==> config.mk <==
export PLATFORM = sky130hd
export DESIGN_NAME = rx_sg_req_gen
export DESIGN_NICKNAME = d
export VERILOG_FILES = /design/src/rtl/rx_sg_req_gen.sv
export SDC_FILE = /design/constraint.sdc
export NUM_CORES = 1
export LEC_CHECK = 0
export CAP_MARGIN = 10
export CORE_MARGIN = 2
export CORE_UTILIZATION = 45
export CTS_BUF_LIST = sky130_fd_sc_hd__clkbuf_8
export DETAILED_ROUTE_END_ITERATION = 8
export PLACE_DENSITY = 0.7
export RECOVER_POWER = 25
export SKIP_CTS_REPAIR_TIMING = 1
export SYNTH_ARGS = -nofsm -noshare
export SYNTH_HDL_FRONTEND = slang
export SYNTH_SLANG_ARGS = --single-unit
export TNS_END_PERCENT = 20
==> constraint.sdc <==
create_clock -name CLK -period 10 [get_ports CLK]
set_clock_uncertainty 0.2 [all_clocks]
set_input_delay 1 -clock CLK [delete_from_list [all_inputs] [get_ports CLK]]
set_output_delay 1 -clock CLK [all_outputs]
set_load 0.02 [all_outputs]
==> src/rtl/rx_sg_req_gen.sv <==
// Scatter-gather read request generator: walks SG elements for one receive
// transaction and emits PCIe-sized read requests that never cross a 4 KB page.
module rx_sg_req_gen #(
  parameter int unsigned C_MAX_READ_REQ = 2
) (
  input  logic        CLK,
  input  logic        RST,
  input  logic [2:0]  CONFIG_MAX_READ_REQUEST_SIZE,
  input  logic        TXN_START,
  input  logic [31:0] TXN_LEN,
  input  logic        TXN_ABORT,
  input  logic [63:0] SG_ELEM_ADDR,
  input  logic [31:0] SG_ELEM_LEN,
  input  logic        SG_ELEM_RDY,
  output logic        SG_ELEM_REN,
  input  logic        SPACE_OK,
  output logic        RX_REQ,
  input  logic        RX_REQ_ACK,
  output logic [1:0]  RX_REQ_TAG,
  output logic [63:0] RX_REQ_ADDR,
  output logic [9:0]  RX_REQ_LEN,
  output logic        REQ_DONE,
  output logic [31:0] WORDS_REQD
);

  typedef enum logic [2:0] {
    S_IDLE,
    S_FETCH,
    S_CALC,
    S_REQ,
    S_DONE
  } state_e;

  localparam logic [2:0] MAX_SZ_CAP = (C_MAX_READ_REQ > 5) ? 3'd5 : 3'(C_MAX_READ_REQ);

  state_e      state_q,      state_d;
  logic [63:0] cur_addr_q,   cur_addr_d;
  logic [31:0] elem_rem_q,   elem_rem_d;
  logic [31:0] txn_rem_q,    txn_rem_d;
  logic [31:0] words_q,      words_d;
  logic [10:0] req_len_q,    req_len_d;
  logic [1:0]  tag_q,        tag_d;
  logic        rx_req_q,     rx_req_d;
  logic        done_q,       done_d;
  logic        abort_pend_q, abort_pend_d;
  logic        elem_ren;

  logic [2:0]  cfg_sz;
  logic [2:0]  max_sz;
  logic [10:0] wmax;
  logic [10:0] bound_words;
  logic [10:0] calc_len;
  logic [31:0] elem_rem_ack;
  logic [31:0] txn_rem_ack;

  // Effective max request size in words, clamped by both config and parameter cap
  always_comb begin
    cfg_sz = (CONFIG_MAX_READ_REQUEST_SIZE > 3'd5) ? 3'd5 : CONFIG_MAX_READ_REQUEST_SIZE;
    max_sz = (cfg_sz < MAX_SZ_CAP) ? cfg_sz : MAX_SZ_CAP;
    wmax   = 11'd32 << max_sz;
  end

  // Request length: smallest of max size, words left to the 4 KB page end,
  // element remainder and transaction remainder (result is 1..1024)
  always_comb begin
    bound_words = 11'd1024 - {1'b0, cur_addr_q[11:2]};
    calc_len    = (wmax < bound_words) ? wmax : bound_words;
    if (elem_rem_q < {21'd0, calc_len}) calc_len = elem_rem_q[10:0];
    if (txn_rem_q < {21'd0, calc_len}) calc_len = txn_rem_q[10:0];
  end

  // Remainders after the outstanding request is acknowledged
  always_comb begin
    elem_rem_ack = elem_rem_q - {21'd0, req_len_q};
    txn_rem_ack  = txn_rem_q - {21'd0, req_len_q};
  end

  // Next-state and datapath updates for the transaction walker
  always_comb begin
    state_d      = state_q;
    cur_addr_d   = cur_addr_q;
    elem_rem_d   = elem_rem_q;
    txn_rem_d    = txn_rem_q;
    words_d      = words_q;
    req_len_d    = req_len_q;
    tag_d        = tag_q;
    rx_req_d     = rx_req_q;
    abort_pend_d = abort_pend_q;
    elem_ren     = 1'b0;

    case (state_q)
      S_IDLE: begin
        if (TXN_START) begin
          txn_rem_d  = TXN_LEN;
          elem_rem_d = '0;
          words_d    = '0;
          state_d    = (TXN_ABORT || TXN_LEN == '0) ? S_DONE : S_FETCH;
        end
      end
      S_FETCH: begin
        if (TXN_ABORT) begin
          state_d = S_DONE;
        end else if (SG_ELEM_RDY) begin
          elem_ren   = 1'b1;
          cur_addr_d = SG_ELEM_ADDR & ~64'h3;
          elem_rem_d = SG_ELEM_LEN;
          state_d    = S_CALC;
        end
      end
      S_CALC: begin
        if (TXN_ABORT) begin
          state_d = S_DONE;
        end else if (elem_rem_q == '0) begin
          // Zero-length element: already consumed, nothing to request
          state_d = S_FETCH;
        end else begin
          req_len_d = calc_len;
          state_d   = S_REQ;
        end
      end
      S_REQ: begin
        if (rx_req_q) begin
          // An abort seen mid-handshake is remembered and honoured after the ack
          if (TXN_ABORT) abort_pend_d = 1'b1;
          if (RX_REQ_ACK) begin
            rx_req_d   = 1'b0;
            cur_addr_d = cur_addr_q + {51'd0, req_len_q, 2'b00};
            elem_rem_d = elem_rem_ack;
            txn_rem_d  = txn_rem_ack;
            words_d    = words_q + {21'd0, req_len_q};
            tag_d      = tag_q + 2'd1;
            if (txn_rem_ack == '0 || abort_pend_q || TXN_ABORT) begin
              state_d = S_DONE;
            end else if (elem_rem_ack == '0) begin
              state_d = S_FETCH;
            end else begin
              state_d = S_CALC;
            end
          end
        end else if (TXN_ABORT) begin
          state_d = S_DONE;
        end else if (SPACE_OK) begin
          rx_req_d = 1'b1;
        end
      end
      S_DONE: begin
        abort_pend_d = 1'b0;
        state_d      = S_IDLE;
      end
      default: begin
        state_d = S_IDLE;
      end
    endcase

    done_d = (state_d == S_DONE);
  end

  // State and datapath registers
  always_ff @(posedge CLK or posedge RST) begin
    if (RST) begin
      state_q      <= S_IDLE;
      cur_addr_q   <= '0;
      elem_rem_q   <= '0;
      txn_rem_q    <= '0;
      words_q      <= '0;
      req_len_q    <= '0;
      tag_q        <= '0;
      rx_req_q     <= 1'b0;
      done_q       <= 1'b0;
      abort_pend_q <= 1'b0;
    end else begin
      state_q      <= state_d;
      cur_addr_q   <= cur_addr_d;
      elem_rem_q   <= elem_rem_d;
      txn_rem_q    <= txn_rem_d;
      words_q      <= words_d;
      req_len_q    <= req_len_d;
      tag_q        <= tag_d;
      rx_req_q     <= rx_req_d;
      done_q       <= done_d;
      abort_pend_q <= abort_pend_d;
    end
  end

  // Consume strobe is qualified combinationally by SG_ELEM_RDY so it can never
  // fire against an empty upstream; everything else comes straight from flops.
  assign SG_ELEM_REN = elem_ren;
  assign RX_REQ      = rx_req_q;
  assign RX_REQ_TAG  = tag_q;
  assign RX_REQ_ADDR = cur_addr_q;
  assign RX_REQ_LEN  = req_len_q[9:0];
  assign REQ_DONE    = done_q;
  assign WORDS_REQD  = words_q;

endmodule

* Word level (Yosys, flattened, before mapping) *
Cells that the tools add are included.

storage, ports and cells
  flip-flop bits (word level) = 179
  bits of input ports = 138
  output and inout bits = 111
  logic and storage cells = 98

cells by class
  add/subtract/negate cells = 6
  order comparisons = 5
  equality and inequality tests = 11
  shifts and indexed selects = 1
  mux-type cells = 45
  bitwise gates (word level) = 2
  reductions and logical operators = 18

operators by type and width
  operator                                              count
  2-to-1 mux 32 bit                                     10
  2-to-1 mux 64 bit                                     4
  logical NOT 32 bit                                    4
  case mux 32 bit (2 select lines)                      2
  case mux 64 bit (2 select lines)                      1
  case mux 32 bit (3 select lines)                      1
  adder 64 x 13 -> 64 bit                               1
  < comparator 32 x 11 -> 1 bit                         2
  subtractor 32 x 11 -> 32 bit                          2
  2-to-1 mux 11 bit                                     3
  2-to-1 mux 3 bit                                      11
  adder 32 x 11 -> 32 bit                               1
  != test 2 bit (second input constant)                 6
  case mux 3 bit (4 select lines)                       1
  < comparator 11 bit                                   1
  << shifter 6 x 3 -> 11 bit (first input constant)     1
  subtractor 11 x 10 -> 11 bit (first input constant)   1
  2-to-1 mux 1 bit                                      9
  AND reduction 3 bit                                   3
  equality test 3 x 2 -> 1 bit (second input constant)  2
  equality test 3 bit (second input constant)           2
  AND reduction 6 bit                                   1
  nonzero test 2 bit                                    3
  AND reduction 5 bit                                   1
  11 further kinds                                      15

* Logic depth before layout (Yosys ltp) *
Gate-level depths: netlist of the first run.

  depth after elaboration = 11
  depth in mapped cells = 31
  gate-level depth less buffers = 29

* Worst setup path before layout of the first run *
OpenSTA, ideal clock, no wires.

  path type = register to register
  start = register cur_addr_q[3], in the netlist RX_REQ_ADDR[3]
  end = register req_len_q[0]
  library setup time = 95 ps
  arrival time = 6450 ps
  required time = 9705 ps
  setup slack = 3254 ps
  stages on the path, launching flop included = 31
  buffers on the path = 2
  path through = dfrtp_1 inv_1 ha_1 nand3_1 nor4_1 xor2_1 ha_1 a21o_1 a21o_1 a211o_1 a31oi_1 mux2i_1 inv_1 ha_1 a21oi_1 o21ai_0 a41o_1 a31oi_1 a21oi_1 buf_2 mux2i_1 ha_1 and3_1 a221o_1 a21oi_1 o2111a_1 nand4_1 mux2i_1 buf_2 nor3_1 o31ai_1

between the ends
  longest elaborated chain between the ends = 7

RTL lines
  what                              line  RTL
  start, declared                   37    logic [63:0] cur_addr_q, cur_addr_d;
  start signal, assigned            173   cur_addr_q <= cur_addr_d;
  subtractor 11 x 10 -> 11 bit (*)  66    bound_words = 11'd1024 - {1'b0, cur_addr_q[11:2]};
  < comparator 11 bit               67    calc_len = (wmax < bound_words) ? wmax : bound_words;
  2-to-1 mux 11 bit (*)             67
  < comparator 32 x 11 -> 1 bit     68    if (elem_rem_q < {21'd0, calc_len}) calc_len = elem_rem_q[10:0];
  2-to-1 mux 11 bit (*)             68
  < comparator 32 x 11 -> 1 bit     69    if (txn_rem_q < {21'd0, calc_len}) calc_len = txn_rem_q[10:0];
  2-to-1 mux 11 bit (*)             69
  end signal, assigned              177   req_len_q <= req_len_d;
  end, declared                     41    logic [10:0] req_len_q, req_len_d;

Every way passes the cells marked *; elsewhere a longest branch is shown, timed or not.
A chain may end at the register's enable or synchronous reset.

* Final worst setup path of the first run *
  start = register cur_addr_q[2], in the netlist RX_REQ_ADDR[2]
  end = register req_len_q[7]

Same word-level chain as after synthesis.

==> results_dict.tcl, run 1 <==
set metrics [dict create \
    yosysMostFrequentCell "nor2_1" \
    die_w_microns 179 \
    synth.avg_cell_area_sq_um 7.95 \
    post-route-util_pct 55.5 \
    whs_ns 0.297 \
    finalCritPeriodShare_pct 86.1 \
    synth_commonest_cells "183 x nor2_1, 177 x dfrtp_1, 163 x nand2_1" \
    hp-start "elem_rem_q[18]" \
    core_area_sq_mm 0.0304 \
    yosysSeqAreaShare_pct 32.0 \
    hpwlAfterDp_microns 35300 \
    p_comb_share_pct 59.5 \
    fmax_mhz 116 \
    grt_pass1_vias 13600 \
    core.rowCount 64 \
    pin_count 249 \
    cpMostUsedCell "ha_1" \
    detail-route-antenna-nets 0 \
    wl_per_cell_microns 20.7 \
    swShare_pct 50.7 \
    power_frac_clock_pct 11.0 \
    synth.top_cell.area_share_pct 32.0 \
    internal_power_mw 2.34 \
    peakVddDrop_mv 0.129 \
    synthCells 1741 \
    worst_ep_required_time_ns 10.21 \
    ys_dominant_reg_cell "dfrtp_1" \
    cpPeakStageDelay_ns 0.88 \
    viasPerCell 6.20 \
    ys_types 84 \
    yosysTopAreaCell "dfrtp_1" \
    synthToLayoutAreaGrowth_pct 22.0 \
    setup-tns-final_ns 0 \
    rr_startpoint "RX_REQ_ADDR[2]" \
    ys_ff_latch 177 \
    cellPowerDensity_mw_per_mm2 282 \
    clk_pin_slew_ns 0.11 \
    regToRegSetupSlack_ns 1.39 \
    critPathCaptureType "flip-flop" \
    h-tree-depth 4 \
    initial_core_util_pct 45.5 \
    crit_fanout 14 \
    insertion_delay_ns 0.50 \
    hold_path_depth 2 \
    p_total_mw 4.76 \
    p_leak_nw 6.81 \
    grt_util_all_layers_pct 29.1 \
    start_kind "flip-flop" \
    hold_end "elem_rem_q[18]" \
    finalSetupViolCount 0 \
    num_vias 14400 \
    cpMaxStageDelayCell "mux2i_1" \
    period_minus_slack_ns 8.61 \
    max_cap_violations 3 \
    relSlewSlack_pct -151 \
    io_buffers 244 \
    r2r-end "req_len_q[7]" \
    syn_area_sq_mm 0.0138 \
    drtIter0Drc 1258 \
    clk_path_buf_depth 2 \
    arrival_ns 8.82 \
    p_switching_mw 2.41 \
    grt_pass1_wl_microns 75500 \
    crit_type "flip-flop to flip-flop" \
    gp_congestion 0.934 \
    dr.pass1.iters 5 \
    min_path_type "flip-flop to flip-flop" \
    reg2regPathDepth 29 \
    netlist_top_cells_area "dfrtp_1 32%, ha_1 6.4%, a21oi_1 5.2%, nor2_1 5.0%, nand2_1 4.4%" \
    worst_slew_pin_slew_ns 3.74 \
    seq_power_share_pct 29.5 \
    final_hold_viol_count 0 \
    cts_buffers 17 \
    grt_start_max_net_pins 87 \
    failed_checks "max-capacitance violations, max-slew violations" \
    rsz0062_at_grt "no" \
    status "complete, but fails checks" \
    finalMaxSlewViolations 196 \
    grt_remaining_overflow 0 \
    nFillCells 2860 \
    drive_gt1_share_pct 4.42 \
    yosys_warnings 0 \
    drc 0 \
    antenna_found_initial 1 \
    cts_sinks 177 \
    synth_edf_count 0 \
    cts_tree "done" \
    totalWireLength_microns 48100 \
    die_area_sq_mm 0.0322 \
    final_nets 2125 \
    synthArstFlopShare_pct 100 \
    die_h_microns 179 \
    cts_root_buf "clkbuf_8" \
]
[layout by cell type (no fill, tap or decap), drive strengths merged, types with 10 or more instances in the layout]
| master | count |
|---|---|
| a2111oi | 10 |
| a211oi | 21 |
| a21o | 24 |
| a21oi | 144 |
| a221oi | 13 |
| a31oi | 34 |
| a32oi | 11 |
| and2 | 12 |
| and3 | 29 |
| buf | 17 |
| clkbuf | 20 |
| clkdlybuf4s50 | 242 |
| dfrtp | 177 |
| ha | 71 |
| inv | 62 |
| mux2i | 18 |
| nand2 | 164 |
| nand3 | 64 |
| nand4 | 37 |
| nor2 | 183 |
| nor2b | 12 |
| nor3 | 62 |
| nor4 | 30 |
| o211ai | 16 |
| o21a | 15 |
| o21ai | 113 |
| o22a | 14 |
| o22ai | 21 |
| o311ai | 10 |
| o31ai | 14 |
| or2 | 10 |
| or3 | 25 |
| or4 | 18 |
| xnor2 | 33 |
| xor2 | 27 |
[state kept, by name (all words and copies together), names as in the netlist]
signal        count
RX_REQ_ADDR      62
RX_REQ_TAG        2
WORDS_REQD       32
REQ_DONE          1
abort_pend_q      1
elem_rem_q       32
RX_REQ            1
state_q           3
txn_rem_q        32
req_len_q        11
[power by group through the flow]
stage / clock network, mW / registers, mW / logic, mW
after floorplan: 0 / 1.38 / 1.83
after global placement: 0 / 1.39 / 2.74
after CTS: 0.537 / 1.39 / 2.79
after detailed placement: 0 / 1.40 / 2.78
final: 0.525 / 1.40 / 2.83
after global routing: 0.565 / 1.45 / 3.11
[worst max path at each step]
stage | startpoint | to | slack [ns] | cells past startpoint
floorplan | RX_REQ_ADDR[3] | req_len_q[0] | 3.25 | 30
global placement | CONFIG_MAX_READ_REQUEST_SIZE[2] | req_len_q[5] | 1.46 | 27
detailed placement | CONFIG_MAX_READ_REQUEST_SIZE[2] | req_len_q[7] | 1.26 | 27
CTS | RX_REQ_ADDR[2] | req_len_q[0] | 1.49 | 29
global route | RX_REQ_ADDR[2] | req_len_q[5] | 0.79 | 29
finish | RX_REQ_ADDR[2] | req_len_q[7] | 1.39 | 29
[logic make-up (layout without fill, tap and decap cells)]
family	count (synthesis)	count (layout)	share of synthesized area, %
buffers and inverters	173	353	5.09
other	1	6	0.0271
adders and majority gates	75	75	6.99
muxes	23	23	1.71
xor gates and xnor gates	60	60	3.79
AOI/OAI and AO/OA	549	549	26.1
DFF	177	177	32.0
and+or+nand+nor	683	683	24.3
[area by class of cell]
cell class	instances	area, sq um	share of cell area, %
clock buffers	17	234	1.39
flip-flops and latches	177	4430	26.2
inverters	57	215	1.27
diodes	1	2.50	0.0148
well taps	396	495	2.93
repair buffers	264	2580	15.3
multi-input cells	1395	8760	51.9
clock inverters	15	169	1.00
[through the flow]
stage               cells  instance area (sq um)  worst slack [ns]
floorplan            1745                  13900              3.25
global placement     2289                  16500              1.46
detailed placement   2289                  16500              1.26
CTS                  2321                  16900              1.49
global route         2321                  16900             0.787
finish               2322                  16900              1.39
[routing by layer]
metal	part of all wire [%]	track usage (%)	up-vias	routed length (microns)
li1	-	-	6858	-
met1	43	38.9	6882	20800
met2	46	46.1	553	21900
met3	6.9	5.83	92	3340
met4	4.1	12.0	2	1990
met5	0.027	0	-	13
[critical path, delay by kind of cell, from the launching register on]
family,cells,cell delay (ns)
multiplexers,3,1.59
AO/OA/AOI/OAI,14,3.61
AND/OR/NAND/NOR,4,0.78
XOR/XNOR,1,0.16
buffers and inverters,3,0.55
adder cells (fa/ha/maj),4,1.13
flip-flops,1,0.51
Note: power is estimated with default switching activity, not from simulation.
==> run 2, diff against run 1 <==
--- a/config.mk
+++ b/config.mk
@@ -8,7 +8,7 @@
 export CAP_MARGIN = 10
 export CORE_MARGIN = 2
 export CORE_UTILIZATION = 45
-export CTS_BUF_LIST = sky130_fd_sc_hd__clkbuf_8
+export CTS_BUF_LIST = sky130_fd_sc_hd__clkbuf_4 sky130_fd_sc_hd__clkbuf_8 sky130_fd_sc_hd__clkbuf_16
 export DETAILED_ROUTE_END_ITERATION = 8
 export PLACE_DENSITY = 0.7
 export RECOVER_POWER = 25
==> results_dict.tcl, run 2 (synthesis gave the netlist of run 1 again) <==
set metrics [dict create \
    status "complete, but fails checks" \
    failed_checks "max-capacitance violations, max-slew violations" \
    p_leak_nw 6.90 \
    grt_util_all_layers_pct 29.3 \
    cts_buffers 17 \
    nFillCells 2840 \
    die_w_microns 179 \
    grt_pass1_wl_microns 76000 \
    hold_path_depth 2 \
    seq_power_share_pct 28.5 \
    cts_tree "done" \
    grt_pass1_vias 13600 \
    gr-usage-met1_pct 39.4 \
    grt_start_max_net_pins 87 \
    internal_power_mw 2.49 \
    regToRegSetupSlack_ns 1.44 \
    finalCritPeriodShare_pct 85.6 \
    cpPeakStageDelay_ns 0.88 \
    fmax_mhz 117 \
    grt_remaining_overflow 0 \
    rr_startpoint "RX_REQ_ADDR[2]" \
    core.rowCount 64 \
    final_common_cell "clkdlybuf4s50_1" \
    core_area_sq_mm 0.0304 \
    gp_congestion 0.934 \
    period_minus_slack_ns 8.56 \
    cpMostUsedCell "ha_1" \
    rsz0062_at_grt "no" \
    arrival_ns 8.71 \
    cts_root_buf "clkbuf_16" \
    insertion_delay_ns 0.45 \
    finalSetupViolCount 0 \
    critPathCaptureType "flip-flop" \
    drive_gt1_share_pct 4.47 \
    pin_count 249 \
    crit_type "flip-flop to flip-flop" \
    dp.cells 2289 \
    p_switching_mw 2.44 \
    preCtsSetupSlack_ns 1.26 \
    finalMaxSlewViolations 179 \
    dr.pass1.iters 5 \
    multi_input_area_sq_mm 0.00877 \
    viasPerCell 6.19 \
    fin_cells 2322 \
    reg2regPathDepth 29 \
    antenna_found_initial 1 \
    min_path_type "flip-flop to flip-flop" \
    max_cap_violations 3 \
    io_buffers 244 \
    die_area_sq_mm 0.0322 \
    initial_core_util_pct 45.5 \
    start_kind "flip-flop" \
    final_nets 2125 \
    final_cell_mix "239 x clkdlybuf4s50_1, 180 x nor2_1, 177 x dfrtp_1, 163 x nand2_1, 143 x a21oi_1" \
    drc 0 \
    power_frac_clock_pct 14.1 \
    totalWireLength_microns 48200 \
    clk_pin_slew_ns 0.08 \
    gr-usage-met3_pct 5.81 \
    peakVddDrop_mv 0.153 \
    hpwlAfterDp_microns 35300 \
    detail-route-antenna-nets 0 \
    cpMaxStageDelayCell "mux2i_1" \
    r2r-end "req_len_q[0]" \
    num_vias 14400 \
    relSlewSlack_pct -158 \
    h-tree-depth 4 \
    grtUsageMet2_pct 46.3 \
    cts_sinks 177 \
    worst_ep_required_time_ns 10.15 \
    wl_per_cell_microns 20.8 \
    grt-busiest-layer "met2" \
    die_h_microns 179 \
    final_hold_viol_count 0 \
    drtIter0Drc 1306 \
    p_comb_share_pct 57.4 \
    hold_end "elem_rem_q[18]" \
    setup-tns-final_ns 0 \
    worst_slack_ns 1.44 \
    crit_fanout 14 \
    ff_latch_area_sq_mm 0.00443 \
    worst_slew_pin_slew_ns 3.85 \
    largest_reg_flops 62 \
    hp-start "elem_rem_q[18]" \
    clk_path_buf_depth 2 \
    swShare_pct 49.5 \
    synthToLayoutAreaGrowth_pct 23.4 \
    cellPowerDensity_mw_per_mm2 288 \
]
## run 2: cell count changes in the layout (fill, tap and decap cells not counted)
cell	change
clkbuf_8	-17
nor2_4	+1
clkbuf_16	+17
dlygate4sd3_1	+3
nor2_1	-1
clkdlybuf4s50_1	-3
## run 2: metal layers
metal  vias to the layer above  part of all wire [%]
met1                      6875                    44
li1                       6843                     -
met3                        84                   7.1
met2                       564                    45
met5                         -                 0.027
met4                         2                   3.9
## run 2: power groups by stage
stage | registers (mW) | clock network, mW | logic (mW)
global route | 1.45 | 0.736 | 3.11
finish | 1.41 | 0.695 | 2.83
global placement | 1.39 | 0 | 2.74
floorplan | 1.38 | 0 | 1.83
CTS | 1.39 | 0.703 | 2.80
detailed placement | 1.40 | 0 | 2.78
## run 2: critical path: cells and delay by family, from the launching register on
kind / cells / cell delay (ns)
xor+xnor: 1 / 0.15
fa+ha+maj: 4 / 1.13
buf+inv: 3 / 0.54
mux: 3 / 1.57
simple gates: 5 / 0.86
flops: 1 / 0.49
compound gates: 13 / 3.48
## run 2: per-stage QoR
step	utilization, %	hold slack (ns)	power [mW]	area (sq um)
final	56.2	0.291	4.93	17100
after global routing	56.1	0.319	5.29	17100
after CTS	56.2	0.289	4.89	17100
after detailed placement	54.2	0.275	4.18	16500
after global placement	54.2	0.268	4.13	16500
after floorplan	-	0.243	3.21	13900
## run 2: worst max path at each step
stage | from | endpoint | slack [ns] | cells past startpoint
after global placement | CONFIG_MAX_READ_REQUEST_SIZE[2] | req_len_q[5] | 1.46 | 27
after CTS | RX_REQ_ADDR[2] | req_len_q[0] | 1.50 | 29
after detailed placement | CONFIG_MAX_READ_REQUEST_SIZE[2] | req_len_q[7] | 1.26 | 27
after global routing | RX_REQ_ADDR[2] | req_len_q[5] | 0.80 | 29
after floorplan | RX_REQ_ADDR[3] | req_len_q[0] | 3.25 | 30
final | RX_REQ_ADDR[2] | req_len_q[0] | 1.44 | 29
## run 2: final cells by class
type	instances	share of cell area, %
inverters	57	1.26
clock buffers	17	2.49
multi-input cells	1395	51.3
clock inverters	15	0.989
flip-flops and latches	177	25.9
well taps	396	2.90
repair buffers	264	15.1
diodes	1	0.0146
